$ cat src/rtl/fpmat_stream_tx_pkg.sv
`default_nettype none
// +-----------------------------------------------------------------+
// | fpmat_pkg : shared state encoding and index/offset helpers      |
// | Revision  : 1.0                                                 |
// +-----------------------------------------------------------------+
package fpmat_pkg;

  typedef enum logic [0:0] {
    ST_IDLE   = 1'b0,
    ST_STREAM = 1'b1
  } state_e;

  // Index width with a floor of one bit so a single row/column still has a port.
  function automatic int idx_width(input int n);
    return (n <= 1) ? 1 : $clog2(n);
  endfunction

  function automatic int elem_offset(input int w, input int cols, input int i, input int j);
    return w * (i * cols + j);
  endfunction

endpackage
`default_nettype wire

$ cat src/rtl/fpmat_stream_tx_idx_counter.sv
`default_nettype none
// +-----------------------------------------------------------------+
// | fpmat_idx_counter : 2-D wrap counter, row- or column-major      |
// | Revision          : 1.0                                         |
// +-----------------------------------------------------------------+
module fpmat_idx_counter
  import fpmat_pkg::*;
#(
  parameter int ROWS      = 8,
  parameter int COLS      = 8,
  parameter int TRANSPOSE = 0,
  parameter int RW        = idx_width(ROWS),
  parameter int CW        = idx_width(COLS)
) (
  input  logic          clk,
  input  logic          rst,
  input  logic          clear,
  input  logic          advance,
  output logic [RW-1:0] row,
  output logic [CW-1:0] col,
  output logic          line_last,
  output logic          mat_last
);

  localparam logic [RW-1:0] C_ROW_MAX = RW'(ROWS - 1);
  localparam logic [CW-1:0] C_COL_MAX = CW'(COLS - 1);

  logic [RW-1:0] row_q, row_d;
  logic [CW-1:0] col_q, col_d;
  logic          row_at_max;
  logic          col_at_max;

  assign row_at_max = (row_q == C_ROW_MAX);
  assign col_at_max = (col_q == C_COL_MAX);

  // The slow axis wraps together with the fast one, so the final step lands on (0,0).
  always_comb begin
    row_d = row_q;
    col_d = col_q;
    if (clear) begin
      row_d = '0;
      col_d = '0;
    end else if (advance) begin
      if (TRANSPOSE == 0) begin
        col_d = col_at_max ? '0 : col_q + CW'(1);
        if (col_at_max) begin
          row_d = row_at_max ? '0 : row_q + RW'(1);
        end
      end else begin
        row_d = row_at_max ? '0 : row_q + RW'(1);
        if (row_at_max) begin
          col_d = col_at_max ? '0 : col_q + CW'(1);
        end
      end
    end
  end

  always_ff @(posedge clk) begin
    if (rst) begin
      row_q <= '0;
      col_q <= '0;
    end else begin
      row_q <= row_d;
      col_q <= col_d;
    end
  end

  generate
    if (TRANSPOSE == 0) begin : g_row_major
      assign line_last = col_at_max;
    end else begin : g_col_major
      assign line_last = row_at_max;
    end
  endgenerate

  assign row      = row_q;
  assign col      = col_q;
  assign mat_last = row_at_max & col_at_max;

endmodule
`default_nettype wire

$ cat src/rtl/fpmat_stream_tx.sv
`default_nettype none
// +-----------------------------------------------------------------+
// | fpmat_stream_tx : captures a flat matrix, streams its elements  |
// | Revision        : 1.0                                           |
// +-----------------------------------------------------------------+
module fpmat_stream_tx
  import fpmat_pkg::*;
#(
  parameter int DATA_WIDTH = 16,
  parameter int ROWS       = 8,
  parameter int COLS       = 8,
  parameter int TRANSPOSE  = 0,
  localparam int RW        = idx_width(ROWS),
  localparam int CW        = idx_width(COLS)
) (
  input  logic                         clk,
  input  logic                         rst,
  input  logic [DATA_WIDTH*ROWS*COLS-1:0] in_mat,
  input  logic                         in_valid,
  output logic                         in_ready,
  output logic [DATA_WIDTH-1:0]        out_data,
  output logic                         out_valid,
  input  logic                         out_ready,
  output logic [RW-1:0]                out_row_idx,
  output logic [CW-1:0]                out_col_idx,
  output logic                         out_line_last,
  output logic                         out_mat_last
);

  localparam int C_MAT_W = DATA_WIDTH * ROWS * COLS;

  state_e                state_q, state_d;
  logic [C_MAT_W-1:0]    mat_q, mat_d;
  logic [RW-1:0]         row;
  logic [CW-1:0]         col;
  logic                  line_last;
  logic                  mat_last;
  logic                  streaming;
  logic                  out_fire;
  logic                  final_fire;
  logic                  capture;
  logic                  ready_int;
  logic [DATA_WIDTH-1:0] elem [ROWS][COLS];

  assign streaming  = (state_q == ST_STREAM);
  assign out_fire   = streaming & out_ready;
  assign final_fire = out_fire & mat_last;
  assign ready_int  = (state_q == ST_IDLE) | final_fire;
  assign capture    = in_valid & ready_int & ~rst;

  always_comb begin
    state_d = state_q;
    mat_d   = mat_q;
    if (capture) begin
      state_d = ST_STREAM;
      mat_d   = in_mat;
    end else if (final_fire) begin
      state_d = ST_IDLE;
    end
  end

  always_ff @(posedge clk) begin
    if (rst) begin
      state_q <= ST_IDLE;
      mat_q   <= '0;
    end else begin
      state_q <= state_d;
      mat_q   <= mat_d;
    end
  end

  fpmat_idx_counter #(
    .ROWS      (ROWS),
    .COLS      (COLS),
    .TRANSPOSE (TRANSPOSE),
    .RW        (RW),
    .CW        (CW)
  ) u_idx (
    .clk       (clk),
    .rst       (rst),
    .clear     (capture),
    .advance   (out_fire),
    .row       (row),
    .col       (col),
    .line_last (line_last),
    .mat_last  (mat_last)
  );

  generate
    for (genvar gi = 0; gi < ROWS; gi++) begin : g_row
      for (genvar gj = 0; gj < COLS; gj++) begin : g_col
        assign elem[gi][gj] = mat_q[elem_offset(DATA_WIDTH, COLS, gi, gj) +: DATA_WIDTH];
      end
    end
  endgenerate

  // Every output is forced low while reset is asserted, including in_ready.
  assign in_ready      = ~rst & ready_int;
  assign out_valid     = ~rst & streaming;
  assign out_data      = rst ? '0 : elem[row][col];
  assign out_row_idx   = rst ? '0 : row;
  assign out_col_idx   = rst ? '0 : col;
  assign out_line_last = ~rst & line_last;
  assign out_mat_last  = ~rst & mat_last;

endmodule
`default_nettype wire

$ cat config.mk
export PLATFORM = sky130hd
export DESIGN_NAME = fpmat_stream_tx
export DESIGN_NICKNAME = d
export VERILOG_FILES = /design/src/rtl/fpmat_stream_tx_pkg.sv /design/src/rtl/fpmat_stream_tx_idx_counter.sv /design/src/rtl/fpmat_stream_tx.sv
export SDC_FILE = /design/constraint.sdc
export NUM_CORES = 1
export LEC_CHECK = 0
export CAP_MARGIN = 20
export CORE_AREA = 2 2 415 417
export DETAILED_ROUTE_END_ITERATION = 8
export DIE_AREA = 0 0 417 419
export GPL_TIMING_DRIVEN = 0
export SYNTH_ARGS = -nofsm -noshare
export SYNTH_HDL_FRONTEND = slang
export SYNTH_HIERARCHICAL = 1
export SYNTH_SLANG_ARGS = --single-unit
$ cat constraint.sdc
create_clock -name clk -period 2.63 [get_ports clk]
set_clock_uncertainty 0.2 [all_clocks]
set_input_delay 0.3945 -clock clk [delete_from_list [all_inputs] [get_ports clk]]
set_output_delay 0.3945 -clock clk [all_outputs]
set_load 0.01 [all_outputs]
======== Yosys cells after proc, flatten, opt, wreduce, memory -nomap -nowiden ========
Cells that the tools add are included.
storage, ports and cells
  flip-flop bits (word level) ............. 1031
  bits of input ports ..................... 1028
  output and inout bits ................... 26
  word-level logic and storage cells ...... 40
operators by class
  $add $sub $neg .......................... 2
  magnitude comparators ................... 2
  eq/ne operators ......................... 2
  multiplexer cells ....................... 13
  bitwise logic cells ..................... 14
  reduce and logical (&&, ||, !) cells .... 3
operator list
  operator                                                   count
  binary-select mux 128 bit (select 3 bit)                   1
  two-way mux 128 bit                                        2
  binary-select mux 16 bit (select 3 bit)                    1
  two-way mux 16 bit                                         3
  two-way mux 3 bit                                          4
  AND 1 bit                                                  9
  greater-or-equal comparator 4 bit (second input constant)  2
  inverter 3 -> 4 bit                                        2
  adder 3 x 1 -> 3 bit (second input constant)               2
  == test 3 bit (second input constant)                      2
  two-way mux 1 bit                                          2
  inverter 1 bit                                             2
  AND reduction 2 bit                                        1
  nonzero test 2 bit                                         1
  OR reduction 2 bit                                         1
  bitwise OR 1 bit                                           1

======== Logic depth before layout (Yosys ltp) ========
Gate-level depths: netlist (run 1).
  word-level depth ........................ 8
  mapped depth ............................ 13
  mapped depth without buffers ............ 8

======== Cells and area by module ========
The synthesis (run 1) kept the hierarchy.
by module, submodules not included
  module             times used  cells an instance  area each (um2)  seq. area each (um2)
  fpmat_stream_tx    1           5071               45514.9          20519.7
  fpmat_idx_counter  1           31                 327.8            120.1

======== Worst setup path before layout (run 1) ========
No wires, ideal clock.
  path kind ............................... register -> register
  start ................................... register u_idx.col_q[0] (netlist: u_idx/col[0])
  end ..................................... register u_idx.row_q[0] (netlist: u_idx/row[0])
  library setup time ...................... 0.070 ns
  arrival ................................. 2.458 ns
  path slack .............................. -0.098 ns
  cell stages (with the launch flop) ...... 14
  path buffers ............................ 5
  period minus slack after synthesis ...... 2.728 ns
  cell sequence ........................... dfxtp_1 ha_1 ha_1 and2_1 a21boi_1 nor2_1 and2_1 buf_2 buf_2 buf_2 clkbuf_1 or2_2 clkbuf_1 a21oi_1
between the ends
  cells in the longest elaborated chain, start to end .. 7
  elaborated cells on any way between the ends .. 8
ends and longest elaborated chain
  what                          line                               source
  start, declared               fpmat_stream_tx_idx_counter.sv:29  logic [CW-1:0] col_q, col_d;
  start signal, assigned        fpmat_stream_tx_idx_counter.sv:64  col_q <= col_d;
  == test 3 bit                 fpmat_stream_tx_idx_counter.sv:34  assign col_at_max = (col_q == C_COL_MAX);
  named net line_last           fpmat_stream_tx.sv:36              logic line_last;
  AND 1 bit                     fpmat_stream_tx_idx_counter.sv:78  assign mat_last = row_at_max & col_at_max;
  named net mat_last            fpmat_stream_tx.sv:37              logic mat_last;
  AND 1 bit                     fpmat_stream_tx.sv:47              assign final_fire = out_fire & mat_last;
  bitwise OR 1 bit              fpmat_stream_tx.sv:48              assign ready_int = (state_q == ST_IDLE) | final_fire;
  AND 1 bit (2 in a row)        fpmat_stream_tx.sv:49              assign capture = in_valid & ready_int & ~rst;
  named net capture             fpmat_stream_tx.sv:41              logic capture;
  OR reduction 2 bit (no line)  -
  end signal, assigned          fpmat_stream_tx_idx_counter.sv:63  row_q <= row_d;
  end, declared                 fpmat_stream_tx_idx_counter.sv:28  logic [RW-1:0] row_q, row_d;
The timed path passes the listed nets, and every way through them passes these cells.
A chain may end at the register's enable or synchronous reset.

======== Final worst setup path (run 1) ========
  start ................................... register u_idx.row_q[0] (netlist: u_idx/row[0])
  end ..................................... output port out_data[9]
between the ends
  cells in the longest elaborated chain, start to end .. 8
ends and longest elaborated chain
  what                                                    line                    source
  inverter 3 -> 4 bit (implied by the code)               fpmat_stream_tx.sv:100  assign out_data = rst ? '0 : elem[row][col];
  binary-select mux 128 bit (select 3 bit)                fpmat_stream_tx.sv:100
  two-way mux 128 bit (implied by the code) (2 in a row)  fpmat_stream_tx.sv:100
  binary-select mux 16 bit (select 3 bit)                 fpmat_stream_tx.sv:100
  two-way mux 16 bit (implied by the code) (2 in a row)   fpmat_stream_tx.sv:100
  two-way mux 16 bit                                      fpmat_stream_tx.sv:100
  end, declared                                           fpmat_stream_tx.sv:21   output logic [DATA_WIDTH-1:0] out_data,
No other way between the ends. The select of a mux whose other input is x is not followed.

==> results.toml, run 1 <==
[run_status]
status = "finished with violations"
violations = "negative setup slack"

[layout]
drive_above_1_share_pct = 15.2
nNetsFinal = 7787
final_cells = 9109
register_area_mm2 = 0.0206
multi_input_area_mm2 = 0.0247
syn_to_final_growth_pct = 57.1
nFillCells = 16700
fin_util_pct = 42.2

[logic_synthesis]
synth_cells = 5102
syn_nets = 6135
synth-simple-area-share_pct = 23.6
synth-xor-area-share_pct = 0
synthDistinctLibCells = 47
synth_mux_area_share_pct = 14.0
synth_top_family_by_area = "simple AND/OR/NAND/NOR gates"
synth_area_mm2 = 0.0458
yosysSeqAreaShare_pct = 45.0
synth-main-ff-cell = "dfxtp_1"
synth_edf_count = 0
synthAdderAreaFrac_pct = 0.136
syn_area_per_cell_um2 = 8.99
yosysWarnings = 6
synth_compound_area_share_pct = 13.1
async_flop_share_pct = 0
ys_ff_latch = 1031

[routing]
drc = 0
wl_per_cell_um = 34.6
first_pass_iters = 6
viasPerCell = 5.23
drtAntennaViolNets = 0
finalWirelength_mm = 315
num_vias = 47600
drt_iter0_drc = 4701

[timing]
grt_setup_unrepaired = "yes"
min_period_ns = 4.20
fin_hold_ws_ns = 0.0136
worst_pin_slew_ns = 1.02
max_slew_margin_pct = 32.3
hold_violations = 0
setup_slack_ns = -1.57
min_period_over_period_pct = 160
slew_violations = 0
setup-violations-final = 1056
fmax_ghz = 0.238

[min_path]
hold_start = "in_mat[152]"
worstHoldEndpoint = "mat_q[152]$_SDFFE_PP0P_"
hold_depth = 3
min_path_type = "in -> reg"

[setup_path]
regToRegStartpoint = "u_idx/row[0]$_SDFFE_PP0P_"
arrival_ns = 3.61
reg2reg_to = "mat_q[750]$_SDFFE_PP0P_"
required_ns = 2.04
endpoint_kind = "primary output"
r2r_slack_ns = -0.69
crit_type = "reg -> out"
setup.worst_path.start_class = "flip-flop"
r2r_cells = 13
worstPathMaxFanout = 8

[floorplan]
fp.dieH_um = 419
die_w_um = 417
start_util_pct = 26.9
io_pins = 1054
dieArea_mm2 = 0.175
coreArea_mm2 = 0.171
std_cell_rows = 152

[global_routing]
busiest_layer = "met2"
grt_util_met3_pct = 5.72
grt_use_met1_pct = 43.7
grt_max_degree = 17
grtUsageMet2_pct = 57.2
grt_pass1_vias = 47300
grt_pass1_wl_mm = 413
grt_usage_pct = 35.0
antenna_found_initial = 64
grt-ovfl-total = 0

[power_and_ir_drop]
powerDensity_mw_per_mm2 = 586
p_total_mw = 42.2
ir_drop_v = 0.000531
total_leakage_power_nw = 25.5

[place]
dp.cells = 8408
dp_hpwl_mm = 249
gp_congestion = 0.990
port-buffer-count = 1053
post-place-ws_ns = -2.78

[clock_tree]
cts_tree = "yes"
cts_buffer_depth = 3
cts.sinks = 1031
clk_pin_slew_ns = 0.07
cts-buffers-inserted = 118
cts_root_buf = "clkbuf_16"
htreeDepth = 3
clk_latency_ns = 0.78

[job]
cap_viol_max_count = 0
-- how the worst max path moves through the flow --
| stage | slack (ns) | end | depth (start not counted) | startpoint |
|---|---|---|---|---|
| 2_1_floorplan | -0.03 | out_data[5] | 8 | u_idx/row[0]$_SDFFE_PP0P_ |
| 3_3_place_gp | -3.40 | out_data[14] | 9 | u_idx/row[1]$_SDFFE_PP0P_ |
| 3_5_place_dp | -2.78 | out_data[7] | 8 | rst |
| 4_1_cts | -1.61 | out_data[0] | 12 | u_idx/row[0]$_SDFFE_PP0P_ |
| 5_1_grt | -1.55 | out_data[0] | 12 | u_idx/row[0]$_SDFFE_PP0P_ |
| 6_report | -1.57 | out_data[9] | 12 | u_idx/row[0]$_SDFFE_PP0P_ |
-- through the flow --
step	setup TNS, ns	cell area, um2
4_1_cts	-461.65	71400
6_report	-508.74	72000
5_1_grt	-582.14	72000
2_1_floorplan	-0.197	45900
3_5_place_dp	-1697.47	59700
3_3_place_gp	-2244.72	59300
-- routing by layer --
layer / routed length (um) / vias to the layer above
li1: - / 20600
met1: 127000 / 23800
met2: 146000 / 2442
met3: 21100 / 684
met4: 21100 / 22
met5: 142 / -
-- flip-flops by register name (all words and copies together) (netlist names) --
| signal | cells |
|---|---|
| mat_q | 1024 |
| u_idx/col | 3 |
| u_idx/row | 3 |
| state_q | 1 |
-- power by group --
| part | internal [mW] | switching, mW |
|---|---|---|
| Clock | 10.6 | 7.37 |
| Combinational | 3.33 | 3.48 |
| Sequential | 16.7 | 0.702 |
| Total | 30.7 | 11.6 |
-- layout by cell type, fill, tap and decap left out, types with 8 or more instances in the layout --
cell type,Yosys,routed
buf_6,13,62
dfxtp_1,1031,1026
dlygate4sd3_1,0,366
clkbuf_16,0,138
mux2i_4,0,19
mux2i_2,0,8
o22ai_1,35,8
clkbuf_4,0,21
mux4_2,257,257
diode_2,0,29
nor2_1,19,13
nand2_1,1065,1025
bufinv_16,0,15
o21ai_1,1031,1031
clkinv_2,0,15
nand2_2,0,28
mux2i_1,61,34
buf_8,0,35
o22ai_2,0,10
clkbuf_8,0,47
buf_16,0,31
nor2b_1,14,8
buf_4,17,57
buf_12,0,55
clkbuf_1,301,189
nand2_4,0,10
clkdlybuf4s50_1,0,1031
buf_2,75,48
nand2b_1,1036,1031
a22oi_2,0,11
o22ai_4,0,17
clkbuf_2,1,44
-- Yosys cell counts (2+ instances only) --
cell          n  area [um2]
buf_6        13         146
o2bb2ai_1     2        17.5
a221oi_1      8        70.1
nor4_1        7        43.8
nor2b_1      14        87.6
o21ai_0      11        55.1
a21bo_2       3        30.0
nand3_1       3        15.0
buf_1        26        97.6
or2_2         2        12.5
buf_2        75         375
and2_1        5        31.3
a31o_1        7        61.3
nor2_1       19        71.3
mux2i_1      61         611
o21ai_1    1031        5160
a21oi_1       7        35.0
nand2b_1   1036        6480
mux2_2        3        33.8
o22ai_1      35         219
buf_4        17         128
a211o_1       2        17.5
mux4_2      257        5790
o211ai_1      4        30.0
nor3_1        5        25.0
clkbuf_1    301        1130
a211oi_1      7        52.6
a22o_1        4        35.0
dfxtp_1    1031       20600
a22oi_1      14         105
ha_1          5        62.6
nand2_1    1065        4000
a31oi_1       2        12.5
a32o_1        6        60.1
inv_2         2        7.51
-- cell type report --
| type | count | area share, % |
|---|---|---|
| clock buffers | 168 | 4.82 |
| diodes | 29 | 0.101 |
| multi-input cells | 3636 | 34.3 |
| clock inverters | 45 | 0.976 |
| well taps | 2233 | 3.88 |
| plain buffers | 430 | 5.24 |
| repair buffers | 1535 | 22.0 |
| inverters | 2 | 0.0104 |
| flip-flops and latches | 1031 | 28.7 |
-- critical path, cell delays in order, from the launching register on --
cell and delay, ns:
dfxtp_2 0.33, buf_8 0.12, buf_12 0.13, buf_16 0.15, buf_16 0.17, buf_4 0.16, buf_12 0.12, mux4_2 0.40
nand2_1 0.07, a32o_2 0.31, nor4_4 0.46, a31o_4 0.21, buf_6 0.11
-- logic make-up after synthesis --
group,after synthesis
multiplexers,321
adder cells (fa/ha/maj),5
AO/OA/AOI/OAI,1149
buffers and inverters,435
flip-flops,1031
AND/OR/NAND/NOR,2161
-- what timing repair did --
action	4_1_cts	5_1_grt
hold buffers	366	0
setup buffers	78	13
endpoints found under the setup margin	1056	1056
pin swaps	49	25
gates resized for setup	756	282
gates cloned	5	0
endpoints found under the hold margin	366	0
(Power assumes the default switching activity.)
==> run 2: changes to the inputs <==
Clock period 2.63 ns to 3.76 ns, I/O delays scaled along.
==> run 2 against run 1 <==
Net effect:
- the flow still finishes with violations (negative setup slack)
- power shrank 33%
- sequential cell count unchanged
- global-route usage fell by 0.23 points
- count of clock-buffer cells in the layout fell by 1
- non-clock buffer count is 389 lower
- largest cell class unchanged
- largest power group is now sequential cells
==> results.toml, run 2 (synthesis results as in run 1) <==
[run_status]
status = "finished with violations"
violations = "negative setup slack"

[clock_tree]
cts.sinks = 1031
cts_hold_buf = 0
cts_root_buf = "clkbuf_16"
cts_tree = "yes"
clk_pin_slew_ns = 0.07
cts-buffers-inserted = 115
htreeDepth = 3
cts_buffer_depth = 3
clk_latency_ns = 0.77

[global_routing]
grt_pass1_wl_mm = 406
grt_pass1_vias = 45400
grtUsageMet2_pct = 55.2
busiest_layer = "met2"
grt-ovfl-total = 0
grt_util_met3_pct = 6.34
grt_usage_pct = 34.8
grt_use_met1_pct = 43.2
grt_max_degree = 17
antenna_found_initial = 70

[layout]
final_cells = 8722
top_register = "mat_q"
nNetsFinal = 7395
layout_commonest_cell = "nand2_1"
syn_to_final_growth_pct = 46.2
finalInstanceArea_mm2 = 0.0670
drive_above_1_share_pct = 14.9
layout_common_cells = "1056 x nand2_1, 1035 x clkdlybuf4s50_1, 1031 x nand2b_1, 1031 x o21ai_1, 1027 x dfxtp_1"
largest_reg_flops = 1024

[job]
cap_viol_max_count = 0

[setup_path]
endpoint_kind = "primary output"
r2r_slack_ns = 0
arrival_ns = 3.55
reg2reg_to = "mat_q[181]$_SDFFE_PP0P_"
r2r_cells = 10
crit_type = "reg -> out"
worstPathMaxFanout = 7
required_ns = 3.00
regToRegStartpoint = "u_idx/col[0]$_SDFFE_PP0P_"
setup.worst_path.start_class = "flip-flop"

[timing]
worst_pin_slew_ns = 0.939
setup_slack_ns = -0.555
min_period_ns = 4.31
setup-violations-final = 18
max_slew_margin_pct = 37.4
grt_setup_unrepaired = "yes"
min_period_over_period_pct = 115
hold_violations = 0
slew_violations = 0
fmax_ghz = 0.232

[min_path]
worstHoldEndpoint = "mat_q[903]$_SDFFE_PP0P_"
hold_start = "in_mat[903]"
min_path_type = "in -> reg"
hold_depth = 3

[routing]
drt_iter0_drc = 5111
wl_per_cell_um = 36.0
drc = 0
first_pass_iters = 6
drtAntennaViolNets = 0
num_vias = 46200
viasPerCell = 5.30
finalWirelength_mm = 314

[floorplan]
die_w_um = 417
start_util_pct = 26.9
std_cell_rows = 152
fp.dieH_um = 419
coreArea_mm2 = 0.171
io_pins = 1054
dieArea_mm2 = 0.175

[place]
gp_congestion = 0.981
post-place-ws_ns = -1.65
port-buffer-count = 1053
dp.cells = 8410
dp_hpwl_mm = 250
dpl_cell_area_mm2 = 0.0596

[power_and_ir_drop]
total_leakage_power_nw = 23.5
ir_drop_v = 0.000369
powerDensity_mw_per_mm2 = 425
-- run 2: final cells by class --
| class | instances | area [um2] |
|---|---|---|
| Timing Repair Buffer | 1149 | 11900 |
| Antenna cell | 35 | 87.6 |
| Sequential cell | 1031 | 20600 |
| Multi-Input combinational cell | 3636 | 24600 |
| Tap cell | 2233 | 2790 |
| Inverter | 2 | 7.51 |
| Clock buffer | 167 | 3310 |
| Fill cell | 17100 | 104000 |
| Clock inverter | 42 | 621 |
| Buffer | 427 | 3120 |
-- run 2: critical path: stages, from the launching register on --
cell and delay, ns:
dfxtp_2 0.34, buf_8 0.12, buf_12 0.13, buf_16 0.15, buf_16 0.18, buf_12 0.13
buf_16 0.15, mux4_2 0.55, mux2i_4 0.24, nand2_1 0.10, o211ai_1 0.28, o22ai_4 0.19
buf_6 0.16
-- run 2: power breakdown --
group | switching [mW] | internal, mW | leakage [nW]
Sequential | 0.490 | 11.7 | 8.49
Combinational | 2.31 | 2.00 | 13.1
Clock | 5.09 | 6.94 | 1.93
-- run 2: timing repair --
item	4_1_cts	5_1_grt
endpoints found under the setup margin	1055	448
cloned	6	0
buffers inserted	53	15
gates resized for setup	677	72
pin swaps	51	21
hold endpoints to repair	0	0
-- run 2: worst max path at each step --
stage | start | end | slack [ns]
after CTS | u_idx/row[0]$_SDFFE_PP0P_ | out_data[5] | -0.60
after detailed placement | u_idx/row[1]$_SDFFE_PP0P_ | out_data[8] | -1.65
after floorplan | u_idx/row[0]$_SDFFE_PP0P_ | out_data[0] | 0.87
final | u_idx/row[0]$_SDFFE_PP0P_ | out_data[4] | -0.55
after global placement | u_idx/row[2]$_SDFFE_PP0P_ | out_data[0] | -2.48
after global routing | u_idx/row[0]$_SDFFE_PP0P_ | out_data[5] | -0.58
-- run 2: metrics by stage --
stage	setup TNS [ns]	hold slack (ns)	utilization, %	total power, mW
final	-8.19	0.131	39.3	28.5
after floorplan	0	0.239	-	13.7
after CTS	-8.43	0.0909	39.1	28.4
after global routing	-8.44	0.118	39.3	29.2
after global placement	-1414.02	0.248	34.7	16.4
after detailed placement	-1003.24	0.250	34.9	16.4
-- run 2: routing by layer --
layer  wire (um)  part of all wire, %
met1      125000                   40
met2      143000                   46
met3       22800                  7.3
met4       23100                  7.3
met5         152                0.048
